**src/rtl/butterfly_pkg.sv**
```systemverilog
// Shared definitions for the radix-2 butterfly stages (DIT and DIF).
// Holds the control state encoding and fixed-point helpers.
package butterfly_pkg;

  typedef enum logic [1:0] {
    IDLE = 2'd0,
    MUL  = 2'd1,
    DONE = 2'd2
  } state_t;

  localparam int N_DEF = 32;
  localparam int D_DEF = 16;

  // Fixed-point 1.0 for a word with 'frac' fractional bits.
  function automatic logic [63:0] fx_one(input int frac);
    return 64'(1) << frac;
  endfunction

endpackage

```
**src/rtl/butterfly_dif_cmul.sv**
```systemverilog
// Iterative signed complex multiplier: four shift-add real products share the
// multiplier bits of (yr, yi); fixed n-cycle latency from the start pulse.
module butterfly_dif_cmul
  import butterfly_pkg::*;
#(
  parameter int n = N_DEF,
  parameter int d = D_DEF
) (
  input  logic                clk,
  input  logic                reset,
  input  logic                i_start,
  input  logic signed [n-1:0] i_xr,
  input  logic signed [n-1:0] i_xc,
  input  logic signed [n-1:0] i_yr,
  input  logic signed [n-1:0] i_yi,
  output logic                o_done,
  output logic signed [n-1:0] o_dr,
  output logic signed [n-1:0] o_dc
);

  localparam int CW = $clog2(n);

  logic signed [2*n-1:0] r_mr, r_mc;
  logic signed [2*n-1:0] r_prr, r_pci, r_pri, r_pcr;
  logic        [n-1:0]   r_yr, r_yi;
  logic        [CW-1:0]  r_cnt;
  logic                  r_busy;
  logic                  w_last;
  logic signed [2*n-1:0] w_prr, w_pci, w_pri, w_pcr;

  // Partial product; the multiplier MSB carries weight -2^(n-1).
  function automatic logic signed [2*n-1:0] pp(input logic signed [2*n-1:0] m,
                                               input logic b, input logic neg);
    return b ? (neg ? -m : m) : '0;
  endfunction

  // Fixed-point rescale: floor(p / 2^d), wrapped to n bits.
  function automatic logic signed [n-1:0] trunc_fx(input logic signed [2*n-1:0] p);
    return p[n+d-1:d];
  endfunction

  assign w_last = (r_cnt == CW'(n-1));
  assign w_prr  = r_prr + pp(r_mr, r_yr[0], w_last);
  assign w_pci  = r_pci + pp(r_mc, r_yi[0], w_last);
  assign w_pri  = r_pri + pp(r_mr, r_yi[0], w_last);
  assign w_pcr  = r_pcr + pp(r_mc, r_yr[0], w_last);

  // Final step is folded in combinationally so the result lands on the n-th edge.
  assign o_done = r_busy & w_last;
  assign o_dr   = trunc_fx(w_prr) - trunc_fx(w_pci);
  assign o_dc   = trunc_fx(w_pri) + trunc_fx(w_pcr);

  always_ff @(posedge clk or posedge reset) begin
    if (reset) begin
      r_mr   <= '0;
      r_mc   <= '0;
      r_prr  <= '0;
      r_pci  <= '0;
      r_pri  <= '0;
      r_pcr  <= '0;
      r_yr   <= '0;
      r_yi   <= '0;
      r_cnt  <= '0;
      r_busy <= 1'b0;
    end else if (i_start) begin
      r_mr   <= {{n{i_xr[n-1]}}, i_xr};
      r_mc   <= {{n{i_xc[n-1]}}, i_xc};
      r_yr   <= i_yr;
      r_yi   <= i_yi;
      r_prr  <= '0;
      r_pci  <= '0;
      r_pri  <= '0;
      r_pcr  <= '0;
      r_cnt  <= '0;
      r_busy <= 1'b1;
    end else if (r_busy) begin
      r_prr  <= w_prr;
      r_pci  <= w_pci;
      r_pri  <= w_pri;
      r_pcr  <= w_pcr;
      r_mr   <= r_mr <<< 1;
      r_mc   <= r_mc <<< 1;
      r_yr   <= r_yr >> 1;
      r_yi   <= r_yi >> 1;
      r_cnt  <= r_cnt + 1'b1;
      if (w_last) r_busy <= 1'b0;
    end
  end

endmodule

```
**src/rtl/butterfly_dif.sv**
```systemverilog
// Radix-2 decimation-in-frequency butterfly: c = a + b, d = (a - b) * w,
// with optional conj(w); one transaction in flight, val/rdy on both sides.
module butterfly_dif
  import butterfly_pkg::*;
#(
  parameter int n    = N_DEF,
  parameter int d    = D_DEF,
  parameter int mult = 1
) (
  input  logic                clk,
  input  logic                reset,
  input  logic                recv_val,
  output logic                recv_rdy,
  input  logic signed [n-1:0] ar,
  input  logic signed [n-1:0] ac,
  input  logic signed [n-1:0] br,
  input  logic signed [n-1:0] bc,
  input  logic signed [n-1:0] wr,
  input  logic signed [n-1:0] wc,
  input  logic                conj,
  output logic                send_val,
  input  logic                send_rdy,
  output logic signed [n-1:0] cr,
  output logic signed [n-1:0] cc,
  output logic signed [n-1:0] dr,
  output logic signed [n-1:0] dc
);

  state_t              r_state;
  logic                w_acc;
  logic                w_done;
  logic signed [n-1:0] w_sr, w_sc, w_wi, w_mdr, w_mdc;

  assign w_acc = recv_val & recv_rdy;
  assign w_sr  = ar - br;
  assign w_sc  = ac - bc;
  assign w_wi  = conj ? -wc : wc;

  generate
    if (mult != 0) begin : g_mul
      butterfly_dif_cmul #(.n(n), .d(d)) u_cmul (
        .clk     (clk),
        .reset   (reset),
        .i_start (w_acc),
        .i_xr    (w_sr),
        .i_xc    (w_sc),
        .i_yr    (wr),
        .i_yi    (w_wi),
        .o_done  (w_done),
        .o_dr    (w_mdr),
        .o_dc    (w_mdc)
      );
    end else begin : g_nomul
      assign w_done = 1'b0;
      assign w_mdr  = '0;
      assign w_mdc  = '0;
    end
  endgenerate

  always_ff @(posedge clk or posedge reset) begin
    if (reset) begin
      r_state  <= IDLE;
      recv_rdy <= 1'b1;
      send_val <= 1'b0;
      cr       <= '0;
      cc       <= '0;
      dr       <= '0;
      dc       <= '0;
    end else begin
      case (r_state)
        IDLE: if (w_acc) begin
          cr       <= ar + br;
          cc       <= ac + bc;
          recv_rdy <= 1'b0;
          if (mult == 0) begin
            dr       <= w_sr;
            dc       <= w_sc;
            send_val <= 1'b1;
            r_state  <= DONE;
          end else begin
            r_state  <= MUL;
          end
        end
        MUL: if (w_done) begin
          dr       <= w_mdr;
          dc       <= w_mdc;
          send_val <= 1'b1;
          r_state  <= DONE;
        end
        // Results are held until downstream takes them; no same-edge re-accept.
        DONE: if (send_rdy) begin
          send_val <= 1'b0;
          recv_rdy <= 1'b1;
          r_state  <= IDLE;
        end
        default: r_state <= IDLE;
      endcase
    end
  end

endmodule
```
**config.mk**
```make
export PLATFORM = sky130hd
export DESIGN_NAME = butterfly_dif
export DESIGN_NICKNAME = d
export VERILOG_FILES = /design/src/rtl/butterfly_pkg.sv /design/src/rtl/butterfly_dif_cmul.sv /design/src/rtl/butterfly_dif.sv
export SDC_FILE = /design/constraint.sdc
export NUM_CORES = 2
export LEC_CHECK = 0
export ABC_AREA = 1
export ABC_CLOCK_PERIOD_IN_PS = 45900
export CORE_ASPECT_RATIO = 1.2
export CORE_MARGIN = 1
export CORE_UTILIZATION = 35
export DETAILED_ROUTE_END_ITERATION = 10
export HOLD_SLACK_MARGIN = 0.03
export PLACE_DENSITY_LB_ADDON = 0.2
export SYNTH_ARGS = -nofsm -noshare
export SYNTH_HDL_FRONTEND = slang
export SYNTH_SLANG_ARGS = --single-unit
```
**constraint.sdc**
```tcl
create_clock -name clk -period 45.9 [get_ports clk]
set_clock_uncertainty 0.2 [all_clocks]
set_input_delay 9.18 -clock clk [delete_from_list [all_inputs] [get_ports clk]]
set_output_delay 9.18 -clock clk [all_outputs]
set_load 0.005 [all_outputs]
```
### Yosys cells after proc, flatten, opt, wreduce, memory -nomap -nowiden

Index checks and enable logic that the tools add are counted.
Widths: inputs -> output; s select.

* bits in registers: 586
* logic and storage cells: 86
* output and inout port bits: 130

* equal/unequal tests: 6
* add/sub/neg operators: 14
* muxes and demuxes: 38
* bitwise gates (word level): 2
* reductions and logical operators: 9

Operators by type and width (count)
* $mux 64: 18
* $add 64x64->64: 4
* $mux 32: 5
* $neg 64->64: 2
* $add 32x32->32: 3
* $sub 32x32->32: 3
* $neg 32->32: 1
* $mux 5: 2
* $reduce_and 3->1: 3
* $mux 1: 7
* $mux 2: 3
* $pmux 2 s3: 1
* $reduce_bool 2->1: 3
* $add 5x1->5 const B: 1
* $eq 5x5->1 const B: 1
* $ne 2x1->1 const B: 2
* $pmux 1 s2: 2
* $reduce_and 2->1: 2
* $and 1x1->1: 2
* $eq 2x1->1 const B: 1
* $eq 2x2->1 const B: 1
* $logic_not 2->1: 1
* $ne 2x2->1 const B: 1

### Longest topological paths before layout

* depth in word-level cells: 6
* depth in mapped cells: 43

### Modules after synthesis

A second synthesis with hierarchy kept.

* cell total of the unflattened synthesis: 6951
* area total of the unflattened synthesis: 47274.1 um2

Modules (own cells, without submodules)
* butterfly_dif_cmul: cells an instance 4633, seq. area each 8958.6 um2, area each 32207.1 um2, times used 1
* butterfly_dif: cells an instance 2318, seq. area each 3304.4 um2, area each 15067.0 um2, times used 1

### Least setup slack after synthesis

OpenSTA, ideal clock, no wires.

* path type: input -> register
* start: input ac[0]
* end: register g_mul.u_cmul.r_mc[20]
* stages: 12
* arrival: 11216 ps
* slack: 34341 ps
* cell sequence: inv_1 ha_1 fa_1 o21ai_0 a31oi_1 o21ai_0 a21oi_1 inv_1 a21oi_1 or2_2 nand3_1 o221ai_1

* cells in the longest elaborated chain, start to end: 2

RTL lines
* from (decl): RTL line butterfly_dif.sv:15 `input logic signed [n-1:0] ac,`
* $sub 32x32->32: RTL line butterfly_dif.sv:36 `assign w_sc = ac - bc;`
* $mux 64: RTL line butterfly_dif_cmul.sv:65 `end else if (i_start) begin`
* to (signal assigned): RTL line butterfly_dif_cmul.sv:67 `r_mc <= {{n{i_xc[n-1]}}, i_xc};`
* to (signal assigned): RTL line butterfly_dif_cmul.sv:82 `r_mc <= r_mc <<< 1;`
* to (decl): RTL line butterfly_dif_cmul.sv:23 `logic signed [2*n-1:0] r_mr, r_mc;`

Every way passes these cells.
A chain may end at the register's enable or synchronous reset.

==> flow_summary.json <==
{
  "synth_most_common_cell": "nand2_1",
  "nets": 8382,
  "final.setup.tns_ns": 0,
  "finalPower_mw": 1.11,
  "fmax_ghz": 0.0812,
  "tritoncts": "built",
  "placement.io_buffers": 326,
  "cpMaxStageDelayCell": "buf_4",
  "synth_mux_area_share_pct": 0,
  "synth-edff-count": 0,
  "yosys_most_used_dff": "dfrtp_1",
  "drt.antenna.violating_nets": 0,
  "hold_path_startpoint": "dc[0]",
  "synth_xor_area_share_pct": 4.31,
  "antenna_found_initial": 2,
  "root_buffer": "clkbuf_16",
  "clk_latency_ns": 0.69,
  "crit_type": "input pin to asynchronous set/reset pin",
  "rsz0062_at_grt": "false",
  "yosysSeqAreaShare_pct": 25.6,
  "first_iter_violations": 4055,
  "drive_above_1_share_pct": 5.01,
  "grt_pass1_vias": 48498,
  "wire_per_inst_um": 19.6,
  "synth_seq_cells": 490,
  "r2r_setup_slack_ns": 38.04,
  "drc": 0,
  "start_kind": "input pin",
  "path_common_cell": "buf_4",
  "syn_area_um2": 48000,
  "r2r_cells": 30,
  "clock_power_share_pct": 50.1,
  "post_cts_buffers": 0,
  "hold_buffers": 0,
  "timing.final.crit_share_pct": 26.8,
  "grt_overflow": 0,
  "die_w_um": 340,
  "worstReg2RegEnd": "dc[21]",
  "yosys.area_share.simple_pct": 33.3,
  "critPathArrivalTime_ns": 12.78,
  "grt_max_degree": 146,
  "fp.dieH_um": 408,
  "slew_violations": 0,
  "place_congestion": 1.03,
  "synthDistinctLibCells": 61,
  "synth_common_cells": "2,251 x nand2_1, 1,118 x inv_1, 806 x nor2_1",
  "path_clk_slew_ns": 0.06,
  "hpwl_um": 152000,
  "first_pass_iters": 6,
  "ys.warnings.count": 0,
  "met1_length_um": 83200,
  "r2r_start": "g_mul.u_cmul.r_cnt[0]",
  "cts_resized": 0,
  "avgViaCountPerCell": 5.21,
  "synth_compound_area_share_pct": 16.5,
  "hp-class": "flop to flop",
  "area_growth_pct": 15.1,
  "syn_inst": 7603,
  "p_per_area_nw_per_um2": 20.1,
  "start_util_pct": 35.3,
  "whs_endpoint": "dc[0]",
  "end_kind": "asynchronous set/reset pin",
  "outcome": "complete, no violations",
  "max_slew_margin_pct": 18.4,
  "grt_pass1_wl_um": 288000,
  "synth_fa_ha_area_share_pct": 9.81,
  "grt_util_all_layers_pct": 26.8,
  "cts.sinks": 490,
  "max_cap_violations": 0,
  "cp.required_ns": 46.37,
  "numCtsBuffers": 66,
  "cp_slowest_stage_delay_ns": 0.81,
  "crit_path_max_fanout": 100,
  "fill_cells": 14580,
  "p_switching_mw": 0.310,
  "synth_nets": 8170,
  "setup_violations": 0,
  "internal_power_mw": 0.802,
  "vias": 50331,
  "power.share.combinational_pct": 11.1,
  "top_layer_used": "met4",
  "async_flop_share_pct": 100,
  "path_cells": "clkdlybuf4s50_1 -> inv_8 -> buf_4 -> buf_4 -> buf_4",
  "h-tree-depth": 3,
  "finalCriticalPeriod_ns": 12.31,
  "cts_max_path_buffers": 3,
  "synth.avg_cell_area_um2": 6.31,
  "p_seq_share_pct": 38.9,
  "hold_viol_final": 0,
  "met3_length_um": 10100,
  "core_um2": 136000,
  "netlist_top_cells_area": "dfrtp_1 26%, nand2_1 18%, ha_1 9.4%",
  "p_leak_nw": 28.1,
  "switching_share_pct": 27.9,
  "dieArea_um2": 139000,
  "synth_top_family_by_area": "simple AND/OR/NAND/NOR gates",
  "hold_depth": 2,
  "wl_met2_um": 85200,
  "yosysTopAreaCellShare_pct": 25.5,
  "tightestPinTransition_ns": 1.22,
  "synth_area_leader_cell": "dfrtp_1",
  "rows": 148,
  "boundaryPins": 327,
  "peakVddDrop_v": 0.0000252,
  "wirelength_um": 189000
}
==> registers in the layout, summed over array words and instances (netlist names), 48 cells and up <==
| name | count |
|---|---|
| g_mul.u_cmul.r_prr | 48 |
| g_mul.u_cmul.r_mr | 48 |
| g_mul.u_cmul.r_pri | 48 |
| g_mul.u_cmul.r_mc | 48 |
| g_mul.u_cmul.r_pcr | 48 |
| g_mul.u_cmul.r_pci | 48 |
==> kinds of logic (layout without fill, tap and decap cells) <==
family / after synthesis / count (layout)
AO/OA/AOI/OAI: 1344 / 1344
other: 0 / 2
XOR/XNOR: 236 / 236
buffers and inverters: 1336 / 1599
adder cells (fa/ha/maj): 370 / 370
AND/OR/NAND/NOR: 3827 / 3827
flip-flops: 490 / 490
==> power groups by stage <==
stage	registers [mW]	logic, mW	clock network (mW)
floorplan	0.440	0.0736	0
global placement	0.440	0.122	0
detailed placement	0.440	0.122	0
CTS	0.432	0.123	0.572
global route	0.432	0.138	0.584
finish	0.432	0.123	0.557
==> final cells by class <==
cell class | instances | area [um^2] | area share (%)
well taps | 1800 | 2250 | 4.08
clock buffers | 84 | 1840 | 3.33
flip-flops and latches | 490 | 12300 | 22.2
clock inverters | 35 | 424 | 0.768
inverters | 1127 | 4250 | 7.70
multi-input cells | 5777 | 30700 | 55.6
repair buffers | 353 | 3480 | 6.30
diodes | 2 | 5.00 | 0.00907
==> layout by cell type, fill, tap and decap left out, drive strengths merged, types with 11 or more instances in the layout <==
cell / count
a21boi: 12
a21o: 13
a21oi: 484
a22o: 43
a22oi: 15
a31oi: 75
and2: 11
buf: 27
clkbuf: 84
clkdlybuf4s50: 326
clkinv: 19
dfrtp: 489
ha: 360
inv: 1129
nand2: 2316
nand3: 409
nand3b: 12
nand4: 80
nor2: 853
nor3: 74
nor4: 24
o211ai: 26
o21ai: 465
o21bai: 37
o221ai: 88
o22ai: 12
o31ai: 32
or2: 39
xnor2: 51
xor2: 185
==> worst max-delay path by stage <==
stage                      from                endpoint  slack (ns)  cells past startpoint
after floorplan           reset                   cc[0]       22.85                      1
after detailed placement  reset   g_mul.u_cmul.r_yr[22]       32.77                      5
after global placement    reset   g_mul.u_cmul.r_yr[21]       32.79                      5
final                     reset   g_mul.u_cmul.r_yr[13]       33.59                      5
after global routing      reset  g_mul.u_cmul.r_pri[33]       33.11                      5
after CTS                 reset  g_mul.u_cmul.r_pri[39]       33.50                      5
==> through the flow <==
| step | worst slack (ns) | util, % | hold WS [ns] | cell area, um^2 | instances |
|---|---|---|---|---|---|
| floorplan | 22.85 | - | 0.252 | 48000 | 7603 |
| global placement | 32.79 | 39.0 | 0.263 | 52900 | 9547 |
| detailed placement | 32.77 | 39.0 | 0.263 | 52900 | 9547 |
| CTS | 33.50 | 40.7 | 0.277 | 55200 | 9666 |
| global route | 33.11 | 40.7 | 0.296 | 55200 | 9666 |
| finish | 33.59 | 40.7 | 0.269 | 55200 | 9668 |
==> worst max-delay path: cells and delay by family <==
family	cells	cell delay, ns
buf+inv	5	3.33
==> per-layer routing <==
metal | track usage (%) | vias up
met5 | 0 | -
met4 | 14.0 | 0
met3 | 2.68 | 314
met2 | 43.3 | 1568
met1 | 35.1 | 23423
li1 | - | 25026
(Power assumes the default switching activity.)
